[src/rtl/mc_main_control.sv]
// Multi-cycle MIPS main control FSM: fetch/decode/execute/memory/write-back sequencing.
// Optional addi support is enabled by defining MC_CTRL_ADDI_EN.
module mc_main_control (
  input  logic       clk,
  input  logic       rst_n,
  input  logic [5:0] opcode,
  input  logic       mem_ready,
  output logic       PCWrite,
  output logic       PCWriteCond,
  output logic       IorD,
  output logic       MemRead,
  output logic       MemWrite,
  output logic       MemtoReg,
  output logic       IRWrite,
  output logic       ALUSrcA,
  output logic       RegWrite,
  output logic       RegDst,
  output logic [1:0] ALUSrcB,
  output logic [1:0] PCSource,
  output logic [1:0] ALUOp,
  output logic       instr_done,
  output logic       illegal_op,
  output logic [3:0] state
);

  localparam logic [5:0] OP_RTYPE = 6'd0;
  localparam logic [5:0] OP_LW    = 6'd35;
  localparam logic [5:0] OP_SW    = 6'd43;
  localparam logic [5:0] OP_BEQ   = 6'd4;
  localparam logic [5:0] OP_J     = 6'd2;

  localparam logic [3:0] S_FETCH  = 4'd0;
  localparam logic [3:0] S_DECODE = 4'd1;
  localparam logic [3:0] S_MEMADR = 4'd2;
  localparam logic [3:0] S_MEMRD  = 4'd3;
  localparam logic [3:0] S_MEMWB  = 4'd4;
  localparam logic [3:0] S_MEMWR  = 4'd5;
  localparam logic [3:0] S_EXEC   = 4'd6;
  localparam logic [3:0] S_ALUWB  = 4'd7;
  localparam logic [3:0] S_BRANCH = 4'd8;
  localparam logic [3:0] S_JUMP   = 4'd9;
`ifdef MC_CTRL_ADDI_EN
  localparam logic [5:0] OP_ADDI  = 6'd8;
  localparam logic [3:0] S_ADDIEX = 4'd10;
  localparam logic [3:0] S_ADDIWB = 4'd11;
`endif

  logic [3:0] state_r;
  logic [3:0] state_nxt;
  logic       illegal_r;
  logic       set_illegal;

  always_ff @(posedge clk or negedge rst_n) begin
    if (!rst_n) begin
      state_r   <= S_FETCH;
      illegal_r <= 1'b0;
    end else begin
      state_r <= state_nxt;
      if (set_illegal) illegal_r <= 1'b1;
    end
  end

  // Opcode is only consulted in DECODE and MEMADR, where the IR is frozen.
  always_comb begin
    state_nxt   = S_FETCH;
    set_illegal = 1'b0;
    case (state_r)
      S_FETCH:  state_nxt = mem_ready ? S_DECODE : S_FETCH;
      S_DECODE: begin
        case (opcode)
          OP_LW, OP_SW: state_nxt = S_MEMADR;
          OP_RTYPE:     state_nxt = S_EXEC;
          OP_BEQ:       state_nxt = S_BRANCH;
          OP_J:         state_nxt = S_JUMP;
`ifdef MC_CTRL_ADDI_EN
          OP_ADDI:      state_nxt = S_ADDIEX;
`endif
          default: begin
            state_nxt   = S_FETCH;
            set_illegal = 1'b1;
          end
        endcase
      end
      S_MEMADR: state_nxt = (opcode == OP_SW) ? S_MEMWR : S_MEMRD;
      S_MEMRD:  state_nxt = mem_ready ? S_MEMWB : S_MEMRD;
      S_MEMWR:  state_nxt = mem_ready ? S_FETCH : S_MEMWR;
      S_EXEC:   state_nxt = S_ALUWB;
`ifdef MC_CTRL_ADDI_EN
      S_ADDIEX: state_nxt = S_ADDIWB;
`endif
      default:  state_nxt = S_FETCH;
    endcase
  end

  // Reset gates every control output so nothing pending can complete.
  always_comb begin
    PCWrite     = 1'b0;
    PCWriteCond = 1'b0;
    IorD        = 1'b0;
    MemRead     = 1'b0;
    MemWrite    = 1'b0;
    MemtoReg    = 1'b0;
    IRWrite     = 1'b0;
    ALUSrcA     = 1'b0;
    RegWrite    = 1'b0;
    RegDst      = 1'b0;
    ALUSrcB     = 2'b00;
    PCSource    = 2'b00;
    ALUOp       = 2'b00;
    instr_done  = 1'b0;
    if (rst_n) begin
      case (state_r)
        S_FETCH: begin
          MemRead = 1'b1;
          ALUSrcB = 2'b01;
          IRWrite = mem_ready;
          PCWrite = mem_ready;
        end
        S_DECODE: ALUSrcB = 2'b11;
        S_MEMADR: begin
          ALUSrcA = 1'b1;
          ALUSrcB = 2'b10;
        end
        S_MEMRD: begin
          MemRead = 1'b1;
          IorD    = 1'b1;
        end
        S_MEMWB: begin
          RegWrite   = 1'b1;
          MemtoReg   = 1'b1;
          instr_done = 1'b1;
        end
        S_MEMWR: begin
          MemWrite   = 1'b1;
          IorD       = 1'b1;
          instr_done = mem_ready;
        end
        S_EXEC: begin
          ALUSrcA = 1'b1;
          ALUOp   = 2'b10;
        end
        S_ALUWB: begin
          RegWrite   = 1'b1;
          RegDst     = 1'b1;
          instr_done = 1'b1;
        end
        S_BRANCH: begin
          ALUSrcA     = 1'b1;
          ALUOp       = 2'b01;
          PCWriteCond = 1'b1;
          PCSource    = 2'b01;
          instr_done  = 1'b1;
        end
        S_JUMP: begin
          PCWrite    = 1'b1;
          PCSource   = 2'b10;
          instr_done = 1'b1;
        end
`ifdef MC_CTRL_ADDI_EN
        S_ADDIEX: begin
          ALUSrcA = 1'b1;
          ALUSrcB = 2'b10;
        end
        S_ADDIWB: begin
          RegWrite   = 1'b1;
          instr_done = 1'b1;
        end
`endif
        default: ;
      endcase
    end
  end

  assign state      = state_r;
  assign illegal_op = illegal_r;

endmodule

[config.mk]
export PLATFORM = sky130hd
export DESIGN_NAME = mc_main_control
export DESIGN_NICKNAME = d
export VERILOG_FILES = /design/src/rtl/mc_main_control.sv
export SDC_FILE = /design/constraint.sdc
export NUM_CORES = 1
export LEC_CHECK = 0
export CELL_PAD_IN_SITES_DETAIL_PLACEMENT = 0
export CELL_PAD_IN_SITES_GLOBAL_PLACEMENT = 1
export CORE_MARGIN = 2
export CORE_UTILIZATION = 27
export DETAILED_ROUTE_END_ITERATION = 12
export HOLD_SLACK_MARGIN = 0.02
export PLACE_DENSITY_LB_ADDON = 0.1
export SYNTH_ARGS = -nofsm -noshare
export SYNTH_HDL_FRONTEND = slang
export SYNTH_SLANG_ARGS = --single-unit
[constraint.sdc]
create_clock -name clk -period 3 [get_ports clk]
set_clock_uncertainty 0.15 [all_clocks]
set_input_delay 0.75 -clock clk [delete_from_list [all_inputs] [get_ports clk]]
set_output_delay 0.75 -clock clk [all_outputs]
set_load 0.02 [all_outputs]
==> impl_metrics.tcl, run 1 <==
set metrics [dict create \
    status "completed" \
    met3_usage_pct 2.08 \
    start_util_pct 29.1 \
    cpLargestDelayFamily "buffers and inverters" \
    slew_viol_final 0 \
    tightest_slew_ns 0.390 \
    core_area_um2 1980 \
    p_switching_w 0.000260 \
    drtIter0Drc 17 \
    grt_pass1_vias 624 \
    gp_congestion 0.739 \
    min_path_type "reg2reg" \
    clock_sinks 5 \
    wl_per_cell_um 11.4 \
    drive_gt1_share_pct 14.0 \
    top_usage_layer "met2" \
    gr-total-overflow 0 \
    netlist_area_um2 577 \
    synthesis.nets 89 \
    crit_buf_inv 2 \
    cts_buffers 3 \
    crit_slowest_cell "clkdlybuf4s50_1" \
    die-area_um2 2520 \
    yosysUniqueCellTypes 30 \
    holdWs_ns 0.317 \
    root_buffer "clkbuf_4" \
    synth-warning-count 0 \
    cts_tree "built" \
    hpwl_um 1260 \
    grt_use_met2_pct 21.1 \
    clock_latency_ns 0.24 \
    hold_viol 0 \
    drc_errors 0 \
    row_count 16 \
    syn2layout_area_growth_pct 60.1 \
    diodes 0 \
    p_int_w 0.000298 \
    max_cap_viol_count 0 \
    cp_cell_sequence "clkdlybuf4s50_1 > nor2b_1 > nand2_1 > nor2_1 > clkdlybuf4s15_1" \
    gr-usage-met1_pct 20.9 \
    setup_tns_ns 0 \
    final_cell_mix "clkdlybuf4s50_1 (13), dlygate4sd2_1 (12), nor2_1 (9)" \
    p_per_area_nw_per_um2 604 \
    cp_data_arrival_time_ns 2.02 \
    leakage_nw 0.423 \
    grt_usage_pct 14.2 \
    cts_buffer_depth 2 \
    cp.required_ns 2.10 \
    critical_path_class "in2out" \
    vias_per_cell 4.85 \
    cts_max_level 1 \
    die_y_um 50.2 \
    grt_max_degree 13 \
    min_period_ns 2.92 \
    crit_path_max_incr_delay_ns 0.51 \
    relSlewSlack_pct 73.6 \
    ios 31 \
    irDropWorstVdd_mv 0.460 \
    nets 124 \
    port_buffers 30 \
    fin_crit_sh_pct 97.4 \
    antenna_found_initial 0 \
    cp-start-kind "input port" \
    first_pass_iters 4 \
    grt_pass1_wl_um 2850 \
    die_w_um 50.2 \
    p_sw_share_pct 46.6 \
    synth-seq-cells 5 \
    crit_fanout 5 \
    post_cts_buffers 0 \
    avgSynthCellArea_um2 7.21 \
    setup_viol 0 \
    final_antenna_net_count 0 \
    clock.fmax_ghz 0.342 \
    worstSetupEndpointType "output pin" \
    num_vias 684 \
    yosysSeqAreaShare_pct 21.7 \
    rsz0062_at_grt "no" \
    final_common_cell "clkdlybuf4s50_1" \
    seqPwrFrac_pct 21.5 \
    comb_power_share_pct 65.0 \
    clk_pin_slew_ns 0.04 \
    pwr-share-clk_pct 13.4 \
    synth_cells 80 \
    drt-total-wl_um 1610 \
]
## flip-flops by register name (all words and copies together) (netlist names)
signal	flops
state	4
illegal_op	1
## power groups by stage
stage / clock network, W / registers (W) / logic (W)
after floorplan: 0 / 0.000115 / 0.000225
after global placement: 0 / 0.000122 / 0.000383
after detailed placement: 0 / 0.000121 / 0.000383
after CTS: 0.0000802 / 0.000120 / 0.000361
after global routing: 0.0000853 / 0.000125 / 0.000398
final: 0.0000748 / 0.000120 / 0.000363
## synthesized netlist by cell type, drive strengths merged
cell type | count | area share [%]
nand3b | 1 | 1.3
and2b | 2 | 2.6
dfrtp | 5 | 22
xor2 | 2 | 3.0
nand2 | 5 | 3.3
inv | 2 | 1.3
nor3 | 6 | 5.2
nor4b | 2 | 3.0
a32o | 1 | 1.7
o21a | 3 | 3.9
buf | 6 | 6.5
a311oi | 1 | 1.5
nor4 | 3 | 3.3
nor2b | 3 | 3.3
or2 | 1 | 1.1
o21ai | 4 | 3.5
o21bai | 1 | 1.3
a21oi | 2 | 1.7
nor2 | 9 | 5.9
nand2b | 5 | 5.4
clkbuf | 1 | 0.65
and3 | 4 | 4.3
and4 | 1 | 1.5
or3b | 1 | 1.5
nor3b | 3 | 3.9
a31o | 1 | 1.5
a311o | 1 | 1.7
a31oi | 2 | 2.2
nand4 | 2 | 2.2
## logic make-up after synthesis
family / after synthesis / synth area share, %
AOI/OAI and AO/OA: 16 / 19.1
xor gates and xnor gates: 2 / 3.04
buffers and inverters: 9 / 8.46
DFF: 5 / 21.7
and+or+nand+nor: 48 / 47.7
## routing by layer
layer | routed length [µm] | share of wire [%] | up-vias
li1 | - | - | 358
met1 | 873 | 54 | 308
met2 | 682 | 42 | 18
met3 | 52 | 3.2 | 0
met4 | 0 | 0 | 0
met5 | 0 | 0 | -
## cell type report
cell class              instances  area (µm²)
fillers                       208        1060
well taps                      27        33.8
multi-input cells              66         408
clock buffers                   4        26.3
inverters                       2        7.51
flip-flops and latches          5         125
repair buffers                 37         323
## per-stage QoR
| step | utilization (%) | setup WS (ns) | area [µm²] | total power (W) | cells |
|---|---|---|---|---|---|
| after floorplan | - | 0.306 | 577 | 0.000340 | 80 |
| after global placement | 46.5 | -0.188 | 922 | 0.000505 | 137 |
| after detailed placement | 46.5 | -0.256 | 922 | 0.000504 | 137 |
| after CTS | 46.8 | 0.0713 | 927 | 0.000561 | 141 |
| after global routing | 46.6 | 0.000442 | 923 | 0.000608 | 141 |
| final | 46.6 | 0.0789 | 923 | 0.000558 | 141 |
## repair_timing
item / CTS / global route
gates resized for setup: 17 / 9
hold buffers: 0 / 0
endpoints found under the setup margin: 17 / 8
pin swaps: 0 / 0
## path summary, 6_finish.rpt
path	from	to	slack, ns	cells past startpoint
worst max-delay path	rst_n	RegWrite	0.08	5
worst min-delay path	illegal_op	illegal_op	0.32	1
worst max register to register	state[2]	state[2]	1.20	4
worst min register to register	illegal_op	illegal_op	0.32	1
max in group asynchronous	rst_n	state[2]	1.86	2
min in group asynchronous	rst_n	state[1]	0.72	2
No activity file was read; power rests on OpenSTA's default activity.
==> inputs of run 2 (changes only) <==
CAP_MARGIN = 20   (was not set)
==> results of run 2 <==
Same layout as run 1: the final DEF is identical, and so are final timing and power.
==> inputs of run 3 (changes only) <==
CELL_PAD_IN_SITES_DETAIL_PLACEMENT = 1   (was 0)
SLEW_MARGIN = 10   (was not set)
==> run 3 against run 2 <==
Effect of this change:
- global-route usage up 1.9 points
- maximum frequency up 1.3%
- clock power down 1%
- combinational power about the same
- wire length up 15%
- sequential share of layout area up 0.13 points
- first-iteration DRC count down 76%
- die area unchanged
- critical endpoint is now PCWrite
- largest cell class unchanged
==> impl_metrics.tcl, run 3 (synthesized netlist as in run 1, its figures left out) <==
set metrics [dict create \
    comb_power_share_pct 65.0 \
    diodes 0 \
    ios 31 \
    p_per_area_nw_per_um2 612 \
    cts_buffer_depth 2 \
    design_area_um2 915 \
    grt_usage_pct 16.1 \
    critical_path_class "in2out" \
    p_sw_share_pct 47.1 \
    grt_pass1_vias 713 \
    port_buffers 30 \
    final_antenna_net_count 0 \
    min_path_type "reg2reg" \
    timing.rr.end "state[2]" \
    cts_tree "built" \
    drtIter0Drc 4 \
    first_pass_iters 4 \
    root_buffer "clkbuf_4" \
    nFillCells 252 \
    largest_reg_flops 4 \
    row_count 16 \
    min-delay-start "illegal_op" \
    hold_depth 1 \
    drc_errors 0 \
    p_total_w 0.000560 \
    start_util_pct 29.1 \
    gp_congestion 0.739 \
    drive_gt1_share_pct 15.8 \
    nets 124 \
    post_cts_buffers 0 \
    min_period_ns 2.88 \
    place_area_um2 922 \
    seqPwrFrac_pct 21.7 \
    leakage_nw 0.420 \
    status "completed" \
    ctsHoldBuffers 0 \
    rsz0062_at_grt "no" \
    grt_pass1_wl_um 3230 \
    core_area_um2 1980 \
    antenna_found_initial 0 \
    cp.required_ns 2.10 \
    reg2reg_slack_ns 1.18 \
    tightest_slew_ns 0.350 \
    cts_buffers 3 \
    pwr-share-clk_pct 13.2 \
    cp-start-kind "input port" \
    fin_crit_sh_pct 96.2 \
    final_common_cell "clkdlybuf4s50_1" \
    p_switching_w 0.000264 \
    setup_tns_ns 0 \
    p_int_w 0.000296 \
    slew_viol_final 0 \
    hold_viol 0 \
    clk_pin_slew_ns 0.04 \
    cp_data_arrival_time_ns 1.98 \
    syn2layout_area_growth_pct 58.6 \
    cts_max_level 1 \
    hpwl_um 1510 \
    wl_per_cell_um 13.1 \
    setup_viol 0 \
    rr_worst_depth 4 \
    clock.fmax_ghz 0.347 \
    relSlewSlack_pct 76.4 \
    die_y_um 50.2 \
    num_vias 718 \
    rr_startpoint "state[2]" \
    clock_latency_ns 0.24 \
    die-area_um2 2520 \
    grt_max_degree 13 \
    drt-total-wl_um 1850 \
    worstSetupEndpointType "output pin" \
    max_cap_viol_count 0 \
    clock_sinks 5 \
    irDropWorstVdd_mv 0.427 \
    vias_per_cell 5.09 \
    gr-total-overflow 0 \
    final_cell_mix "clkdlybuf4s50_1 (13), dlygate4sd2_1 (11), nor2_1 (9)" \
    min_to "illegal_op" \
    crit_fanout 3 \
    die_w_um 50.2 \
]
run 3: worst max path at each step:
stage	startpoint	depth (start not counted)	to	slack [ns]
after floorplan	state[2]	5	ALUOp[0]	0.31
after global placement	rst_n	4	ALUOp[0]	-0.19
after detailed placement	rst_n	4	PCSource[0]	-0.28
after CTS	rst_n	4	PCSource[0]	0.05
after global routing	mem_ready	5	PCWrite	0.02
final	mem_ready	5	PCWrite	0.12
run 3: worst max-delay path: stages:
cell and delay, ns:
clkdlybuf4s50_1 0.52, nand2b_1 0.09, o21ai_0 0.16, and3_1 0.17, clkdlybuf4s15_1 0.29
run 3: timing repair:
| action | in CTS | in global routing |
|---|---|---|
| resized for setup | 17 | 12 |
| endpoints found under the setup margin | 17 | 9 |
| pin swaps | 0 | 0 |
run 3: power groups by stage:
stage          Combinational, W  Sequential [W]  Clock (W)
6_report               0.000364        0.000122  0.0000740
5_1_grt                0.000397        0.000129  0.0000834
4_1_cts                0.000368        0.000121  0.0000778
3_5_place_dp           0.000390        0.000122          0
3_3_place_gp           0.000383        0.000122          0
2_1_floorplan          0.000225        0.000115          0
run 3: metal layers:
metal  wire length [µm]  share of wire (%)  global-route usage [%]  vias to the layer above
li1                   -                  -                       -                      359
met1                925                 50                    22.7                      343
met2                841                 46                    26.1                       16
met3                 80                4.3                    1.49                        0
met4                  0                  0                    4.17                        0
met5                  0                  0                       0                        -
run 3: area by class of cell:
type / instances / area, µm² / area share, %
multi-input combinational: 66 / 408 / 44.6
timing repair buffer: 37 / 314 / 34.3
sequential: 5 / 125 / 13.7
tap: 27 / 33.8 / 3.69
clock buffer: 4 / 26.3 / 2.87
inverter: 2 / 7.51 / 0.821
run 3: per-stage QoR:
stage / hold WS, ns / worst slack [ns] / util [%] / instances
floorplan: 0.304 / 0.306 / - / 80
global placement: 0.302 / -0.188 / 46.5 / 137
detailed placement: 0.316 / -0.281 / 46.5 / 137
CTS: 0.325 / 0.0461 / 46.8 / 141
global route: 0.337 / 0.0172 / 46.1 / 141
finish: 0.318 / 0.115 / 46.1 / 141
